<file path="config.mk">
export PLATFORM = sky130hd
export DESIGN_NAME = round_sequencer
export DESIGN_NICKNAME = d
export VERILOG_FILES = /design/src/rtl/round_sequencer.sv
export SDC_FILE = /design/constraint.sdc
export NUM_CORES = 1
export LEC_CHECK = 0
export CELL_PAD_IN_SITES_DETAIL_PLACEMENT = 1
export CELL_PAD_IN_SITES_GLOBAL_PLACEMENT = 1
export CORE_MARGIN = 3
export CORE_UTILIZATION = 33
export DETAILED_ROUTE_END_ITERATION = 8
export PLACE_DENSITY_LB_ADDON = 0.1
export SYNTH_ARGS = -nofsm -noshare
export SYNTH_HDL_FRONTEND = slang
export SYNTH_SLANG_ARGS = --single-unit
export TNS_END_PERCENT = 20
</file>
<file path="constraint.sdc">
create_clock -name clock_i -period 4.5 [get_ports clock_i]
set_input_delay 1.35 -clock clock_i [delete_from_list [all_inputs] [get_ports clock_i]]
set_output_delay 1.35 -clock clock_i [all_outputs]
set_load 0.05 [all_outputs]
</file>
<file path="src/rtl/round_sequencer.sv">
// round_sequencer: sequences one morse-game round (player1 entry, lock, player2 guessing, verdict) and keeps the score.
// Define ROUND_SEQ_TIMEOUT_EN to enable the guess-phase timer; otherwise timer_o is tied 0 and GUESS never times out.
module round_sequencer #(
  parameter int MAX_ATTEMPTS = 3,
  parameter int TIME_LIMIT   = 50000000,
  parameter int TIMER_W      = 26,
  parameter int SCORE_W      = 4
) (
  input  logic               clock_i,
  input  logic               resetn_i,
  input  logic               start_i,
  input  logic               abort_i,
  input  logic               p1_done_i,
  input  logic [9:0]         p1_value_i,
  input  logic               p2_done_i,
  input  logic               p2_complete_i,
  output logic               p1_en_o,
  output logic               p2_en_o,
  output logic               p2_clear_o,
  output logic [9:0]         locked_code_o,
  output logic [3:0]         attempts_left_o,
  output logic [TIMER_W-1:0] timer_o,
  output logic               win_o,
  output logic               lose_o,
  output logic [SCORE_W-1:0] score_o
);
  typedef enum logic [2:0] {IDLE, P1_ENTRY, LOCK, GUESS, CLEAR, WIN, LOSE} state_t;
  localparam logic [3:0] MAX_A = 4'(MAX_ATTEMPTS);
  state_t state_q, state_d;
  logic [9:0] code_q, code_d;
  logic [3:0] att_q, att_d;
  logic [SCORE_W-1:0] score_q, score_d;
  logic p1_en_q, p2_en_q, p2_clear_q, win_q, lose_q;
  logic expired;
`ifdef ROUND_SEQ_TIMEOUT_EN
  localparam logic [TIMER_W-1:0] LIMIT = TIMER_W'(TIME_LIMIT);
  logic [TIMER_W-1:0] timer_q, timer_d;
  assign expired = timer_q == '0;
  assign timer_o = timer_q;
  // Reload only in LOCK so the CLEAR gap between guesses keeps the remaining budget.
  always_comb begin
    timer_d = timer_q;
    if (!abort_i && state_q == LOCK) timer_d = LIMIT;
    else if (!abort_i && state_q == GUESS && !expired) timer_d = timer_q - TIMER_W'(1);
  end
  always_ff @(posedge clock_i or negedge resetn_i)
    if (!resetn_i) timer_q <= '0;
    else timer_q <= timer_d;
`else
  assign expired = 1'b0;
  assign timer_o = '0;
`endif
  always_comb begin
    state_d = state_q;
    code_d  = code_q;
    att_d   = att_q;
    score_d = score_q;
    if (abort_i) state_d = IDLE;
    else case (state_q)
      IDLE:     if (start_i) state_d = P1_ENTRY;
      P1_ENTRY: if (p1_done_i && p1_value_i != '0) begin
        state_d = LOCK;
        code_d  = p1_value_i;
      end
      LOCK: begin
        att_d   = MAX_A;
        state_d = GUESS;
      end
      GUESS: if (p2_complete_i) begin
        state_d = WIN;
        score_d = &score_q ? score_q : score_q + SCORE_W'(1);
      end else if (p2_done_i) begin
        att_d   = att_q - 4'd1;
        state_d = (att_q == 4'd1) ? LOSE : CLEAR;
      end else if (expired) state_d = LOSE;
      CLEAR:     state_d = GUESS;
      WIN, LOSE: if (start_i) state_d = P1_ENTRY;
      default:   state_d = IDLE;
    endcase
  end
  // Outputs are registered from the next state so they line up with state_q.
  always_ff @(posedge clock_i or negedge resetn_i)
    if (!resetn_i) begin
      state_q    <= IDLE;
      code_q     <= '0;
      att_q      <= MAX_A;
      score_q    <= '0;
      p1_en_q    <= 1'b0;
      p2_en_q    <= 1'b0;
      p2_clear_q <= 1'b0;
      win_q      <= 1'b0;
      lose_q     <= 1'b0;
    end else begin
      state_q    <= state_d;
      code_q     <= code_d;
      att_q      <= att_d;
      score_q    <= score_d;
      p1_en_q    <= state_d == P1_ENTRY;
      p2_en_q    <= state_d == GUESS;
      p2_clear_q <= state_d == LOCK || state_d == CLEAR;
      win_q      <= state_d == WIN;
      lose_q     <= state_d == LOSE;
    end
  assign p1_en_o         = p1_en_q;
  assign p2_en_o         = p2_en_q;
  assign p2_clear_o      = p2_clear_q;
  assign locked_code_o   = code_q;
  assign attempts_left_o = att_q;
  assign win_o           = win_q;
  assign lose_o          = lose_q;
  assign score_o         = score_q;
endmodule

</file>
==> impl_metrics.json, run 1 <==
{
  "tightestPinTransition_ns": 1.127,
  "drc": 0,
  "setup_ws_ns": 0.9744,
  "register_area_um2": 653.1,
  "cts_inserted_buffers": 3,
  "post_cts.repair.setup_buffers": 0,
  "routed_wl_um": 3303,
  "cts_tree": "yes",
  "stdcell_count": 229,
  "maxCapViolCount": 0,
  "cts.clk_slew.worst_paths_ns": 0.09,
  "ys_seq_area_share_pct": 44.69,
  "cp_cell_sequence": "clkdlybuf4s50_1, inv_2, o311ai_2, a32oi_2, nor4_4, mux2_2",
  "fin_crit_sh_pct": 78.35,
  "die_h_um": 72.55,
  "swShare_pct": 43.92,
  "diodes": 0,
  "cpPeakStageDelay_ns": 0.66,
  "async_reset_ff_share_pct": 100.0,
  "synth_edf_count": 0,
  "grt_use_met3_pct": 3.740,
  "cts_resized": 0,
  "grt_usage_pct": 13.25,
  "multi_input_area_um2": 658.1,
  "cts_hold_buf": 0,
  "combPwrFrac_pct": 48.5,
  "worstSetupStartpointType": "input port",
  "dp_slack_ns": 0.6651,
  "grt_setup_unrepaired": "false",
  "yosysTopAreaCell": "dfrtp_1",
  "io_buffers": 39,
  "grt_max_degree": 26,
  "final.setup.tns_ns": 0,
  "critPathArrivalTime_ns": 3.69,
  "grt_pass1_vias": 1184,
  "top_usage_layer": "met2",
  "pwr-share-clk_pct": 18.5,
  "path_class": "input port to flip-flop",
  "nNetsFinal": 200,
  "ant_nets": 0,
  "crit_buf_inv": 2,
  "grt_pass1_wl_um": 5589,
  "drv_slew": 0,
  "min_period_ns": 3.526,
  "synth_top_area_share_pct": 41.10,
  "wire_per_inst_um": 14.42,
  "hpwl_um": 2611,
  "viasPerCell": 4.655,
  "yosys-top-cells-area": "dfrtp_1, buf_4, mux2_2",
  "synth.distinct_cells": 34,
  "root_buffer": "clkbuf_8",
  "clock_latency_ns": 0.27,
  "whs_ns": 0.5076,
  "skew_ns": 0.004591,
  "worst_ep_required_time_ns": 4.66,
  "syn_inst": 139,
  "internal-power_mw": 0.5819,
  "rows": 23,
  "gr-usage-met2_pct": 24.05,
  "hold_class": "flip-flop to flip-flop",
  "die_x_um": 72.55,
  "area_growth_pct": 28.42,
  "setup_violations": 0,
  "grt-ovfl-total": 0,
  "finalHoldViolCount": 0,
  "grt_antenna_before_repair": 0,
  "clockBufferDepth": 2,
  "syn-cell-area_um2": 1461,
  "avgSynthCellArea_um2": 10.51,
  "dp.cells": 225,
  "cts.sinks": 26,
  "htree_levels": 1,
  "clock.fmax_mhz": 283.6,
  "final_layout_size_suffix_gt1_share_pct": 13.97,
  "fillers": 471,
  "drt_iter0_drc": 35,
  "ir_drop_mv": 0.2477,
  "powerDensity_nw_per_um2": 552.8,
  "seqPwrFrac_pct": 33.0,
  "die_area_um2": 5263,
  "gp_congestion": 0.7634,
  "ys.warnings.count": 0,
  "synth_ff_type": "dfrtp_1",
  "cp_top_family": "buffers and inverters",
  "core_area_um2": 4144,
  "io_pins": 66,
  "grt.met1_usage_pct": 15.74,
  "first_pass_iters": 4,
  "cp_slowest_cell": "nor4_4",
  "cp_max_fo": 10,
  "ys_seq_elements": 26,
  "start_util_pct": 35.27,
  "p_sw_mw": 0.4556,
  "leakage_nw": 0.8398,
  "end_kind": "flip-flop",
  "route.vias.total": 1066,
  "status": "completed",
  "slew-limit-headroom_pct": 24.65
}
## synth_stat cells, types with 2 or more instances
cell / instances
xor2_1: 2
nor4_1: 3
nor2b_1: 2
dfstp_2: 2
nor2_1: 8
o21ai_0: 7
inv_1: 8
xnor2_1: 3
dfrtp_1: 24
a21oi_1: 2
nor3_1: 3
ha_1: 3
nand2b_1: 6
a31oi_1: 2
nand2_1: 6
mux2_2: 11
nand3_1: 3
buf_2: 3
buf_4: 26
## final timing paths
check	depth (start not counted)	slack, ns	from	to
setup reg to reg	6	2.03	attempts_left_o[0]	locked_code_o[2]
hold reg to reg	1	0.51	score_o[3]	score_o[3]
max in group asynchronous	2	2.08	resetn_i	attempts_left_o[1]
hold / removal	1	0.51	score_o[3]	score_o[3]
setup / recovery	6	0.97	p2_done_i	locked_code_o[2]
min in group asynchronous	1	1.68	resetn_i	locked_code_o[5]
## placed cells by master, fill, tap and decap left out, types with 2 or more instances in the layout
cell and count:
inv_1 8, nor4_1 3, a31oi_1 2, clkdlybuf4s50_1 39, xnor2_1 3, mux2_2 11, nand3_1 3, nor3_1 3
nor2_1 8, xor2_1 2, conb_1 26, clkbuf_8 3, nand2_1 6, nor2b_1 2, ha_1 3, dfrtp_1 24
dfstp_2 2, a21oi_1 2, nand2b_1 6, o21ai_0 7
## layer usage
| layer | up-vias | share of wire [%] |
|---|---|---|
| met3 | 4 | 5.4 |
| met1 | 526 | 41 |
| met4 | 0 | 0.36 |
| li1 | 505 | - |
| met5 | - | 0 |
| met2 | 31 | 53 |
## logic make-up (layout without fill, tap and decap cells)
kind of cell             Yosys count  after routing  share of synthesized area (%)
adder cells (fa/ha/maj)            3              3                          2.569
buffers and inverters             38             53                          16.69
AO/OA/AOI/OAI                     20             20                          10.62
multiplexers                      11             11                          8.476
other                              1             26                         0.2566
AND/OR/NAND/NOR                   35             35                          13.70
XOR/XNOR                           5              5                          2.997
flip-flops                        26             26                          44.69
## state kept, by name (all words and copies together) (netlist names)
signal / flops
attempts_left_o: 4
p1_en_o: 1
locked_code_o: 10
p2_clear_o: 1
lose_o: 1
state_q: 3
p2_en_o: 1
win_o: 1
score_o: 4
## stage by stage
step                area (µm²)  util [%]  power (mW)
global route              1877     45.29       1.091
floorplan                 1555         -      0.7023
CTS                       1877     45.29       1.052
finish                    1877     45.29       1.037
global placement          1805     43.57      0.8471
detailed placement        1805     43.57      0.8563
## power by group through the flow
stage	combinational [mW]	clock, mW	sequential (mW)
finish	0.503	0.192	0.343
global route	0.524	0.213	0.354
CTS	0.508	0.199	0.346
detailed placement	0.506	0	0.351
global placement	0.500	0	0.348
floorplan	0.154	0	0.548
## layout make-up
| cell class | count | share of cell area [%] |
|---|---|---|
| inverter | 9 | 1.800 |
| multi-input combinational | 100 | 35.07 |
| tap | 50 | 3.333 |
| timing repair buffer | 40 | 21.20 |
| sequential | 26 | 34.80 |
| clock buffer | 3 | 2.200 |
| clock inverter | 1 | 1.600 |
Power figures use the tool's default switching activity.
==> run 2: changes to the inputs <==
- CORE_UTILIZATION: 33 -> 27
- clock period: 4.5 -> 3.2 ns (I/O delays scaled with it)
==> run 2 against run 1 <==
- worst setup slack lost 0.57 ns
- via count grew 1.0%
- largest cell class unchanged
- sequential cell count is the same
- register-to-register slack lost 0.96 ns
- critical endpoint is now locked_code_o[1]
- final cell count grew 11%
- highest routed layer unchanged
- largest power group unchanged
==> impl_metrics.json, run 2 (synthesis results as in run 1) <==
{
  "most-common-layout-cells": "clkdlybuf4s50_1, conb_1, dfrtp_1",
  "core_area_um2": 5172,
  "diodes": 0,
  "reg2reg_to": "locked_code_o[1]",
  "fin_area_um2": 1913,
  "drc": 0,
  "nNetsFinal": 205,
  "worstSetupStartpointType": "input port",
  "clockBufferDepth": 2,
  "final.setup.tns_ns": 0,
  "first_pass_iters": 4,
  "fin_crit_sh_pct": 87.35,
  "ant_nets": 0,
  "cts_tree": "yes",
  "root_buffer": "clkbuf_8",
  "drt_iter0_drc": 18,
  "cts_resized": 0,
  "worst_ep_required_time_ns": 3.35,
  "htree_levels": 1,
  "final_common_cell": "clkdlybuf4s50_1",
  "grt_max_degree": 27,
  "cts_inserted_buffers": 3,
  "slew-limit-headroom_pct": 65.61,
  "io_buffers": 39,
  "grt_pass1_wl_um": 5395,
  "routed_wl_um": 3314,
  "cts.sinks": 26,
  "setup_violations": 0,
  "swShare_pct": 45.87,
  "leakage_nw": 0.8517,
  "min_period_ns": 2.795,
  "clock_latency_ns": 0.27,
  "combPwrFrac_pct": 51.7,
  "grt_usage_pct": 10.79,
  "finalHoldViolCount": 0,
  "cp-endpoint": "locked_code_o[1]",
  "route.vias.total": 1077,
  "clock.fmax_mhz": 357.8,
  "start_util_pct": 28.25,
  "maxCapViolCount": 0,
  "viasPerCell": 4.240,
  "die_h_um": 79.57,
  "powerDensity_nw_per_um2": 720.1,
  "rows": 26,
  "r2r-start": "attempts_left_o[0]",
  "skew_ns": 0.008694,
  "r2r_slack_ns": 1.07,
  "p_sw_mw": 0.6319,
  "pwr-share-clk_pct": 13.5,
  "fin_util_pct": 36.99,
  "largest_reg_flops": 10,
  "place_area_um2": 1868,
  "die_area_um2": 6331,
  "die_x_um": 79.57,
  "hold_class": "flip-flop to flip-flop",
  "grt_pass1_vias": 1131,
  "post_cts.repair.setup_buffers": 0,
  "reg2reg_depth": 7,
  "tightestPinTransition_ns": 0.5142,
  "ir_drop_mv": 0.3862,
  "startpoint": "p1_value_i[7]",
  "grt_setup_unrepaired": "false",
  "io_pins": 66,
  "whs_ns": 0.5090,
  "cp_max_fo": 10,
  "seqPwrFrac_pct": 34.8,
  "internal-power_mw": 0.7457,
  "critPathArrivalTime_ns": 2.94,
  "drv_slew": 0,
  "status": "completed",
  "path_class": "input port to flip-flop",
  "grt_antenna_before_repair": 0,
  "hpwl_um": 2694,
  "final_layout_size_suffix_gt1_share_pct": 15.76,
  "wire_per_inst_um": 13.05,
  "cts_hold_buf": 0,
  "grt-ovfl-total": 0,
  "end_kind": "flip-flop",
  "cts.clk_slew.worst_paths_ns": 0.08,
  "area_growth_pct": 30.91,
  "gp_congestion": 0.8077
}
[run 2: power by group through the flow]
stage,logic [mW],clock network [mW],registers (mW)
6_report,0.712,0.186,0.480
5_1_grt,0.744,0.212,0.495
2_1_floorplan,0.217,0,0.771
3_5_place_dp,0.717,0,0.490
3_3_place_gp,0.708,0,0.485
4_1_cts,0.718,0.198,0.483
[run 2: worst min path at each step]
stage                            start                 end  slack [ns]  cells past startpoint
finish                      score_o[3]          score_o[3]        0.51                      1
global route          locked_code_o[0]    locked_code_o[0]        0.52                      1
CTS                         score_o[3]          score_o[3]        0.51                      1
detailed placement    locked_code_o[3]    locked_code_o[3]        0.50                      1
global placement      locked_code_o[9]    locked_code_o[9]        0.49                      1
floorplan           attempts_left_o[1]  attempts_left_o[1]        0.62                      2
[run 2: critical path, cell delays in order]
cell	delay (ns)
clkdlybuf4s50_1	0.50
nor4_1	0.07
a31oi_1	0.33
o221ai_2	0.22
nor4_4	0.29
buf_4	0.22
mux2_2	0.35
[run 2: final cells by class]
cell class / count / area (µm²)
clock buffers: 4 / 45.04
fillers: 581 / 3259
inverters: 9 / 33.78
multi-input cells: 100 / 658.1
flip-flops and latches: 26 / 653.1
well taps: 70 / 87.58
repair buffers: 45 / 435.4
[run 2: per-stage QoR]
| stage | cells | total power [mW] | setup WS (ns) |
|---|---|---|---|
| global route | 254 | 1.450 | 0.3006 |
| detailed placement | 250 | 1.208 | 0.1095 |
| finish | 254 | 1.378 | 0.4049 |
| CTS | 254 | 1.400 | 0.3938 |
| global placement | 250 | 1.194 | 0.1853 |
| floorplan | 164 | 0.9876 | 0.7146 |
[run 2: layer usage]
metal	routed length (µm)	global-route usage, %	share of wire [%]	vias up
met5	0	0	0	-
met4	45	4.124	1.4	0
met3	270	2.483	8.1	5
met2	1586	18.86	48	43
met1	1411	12.73	43	514
li1	-	-	-	515
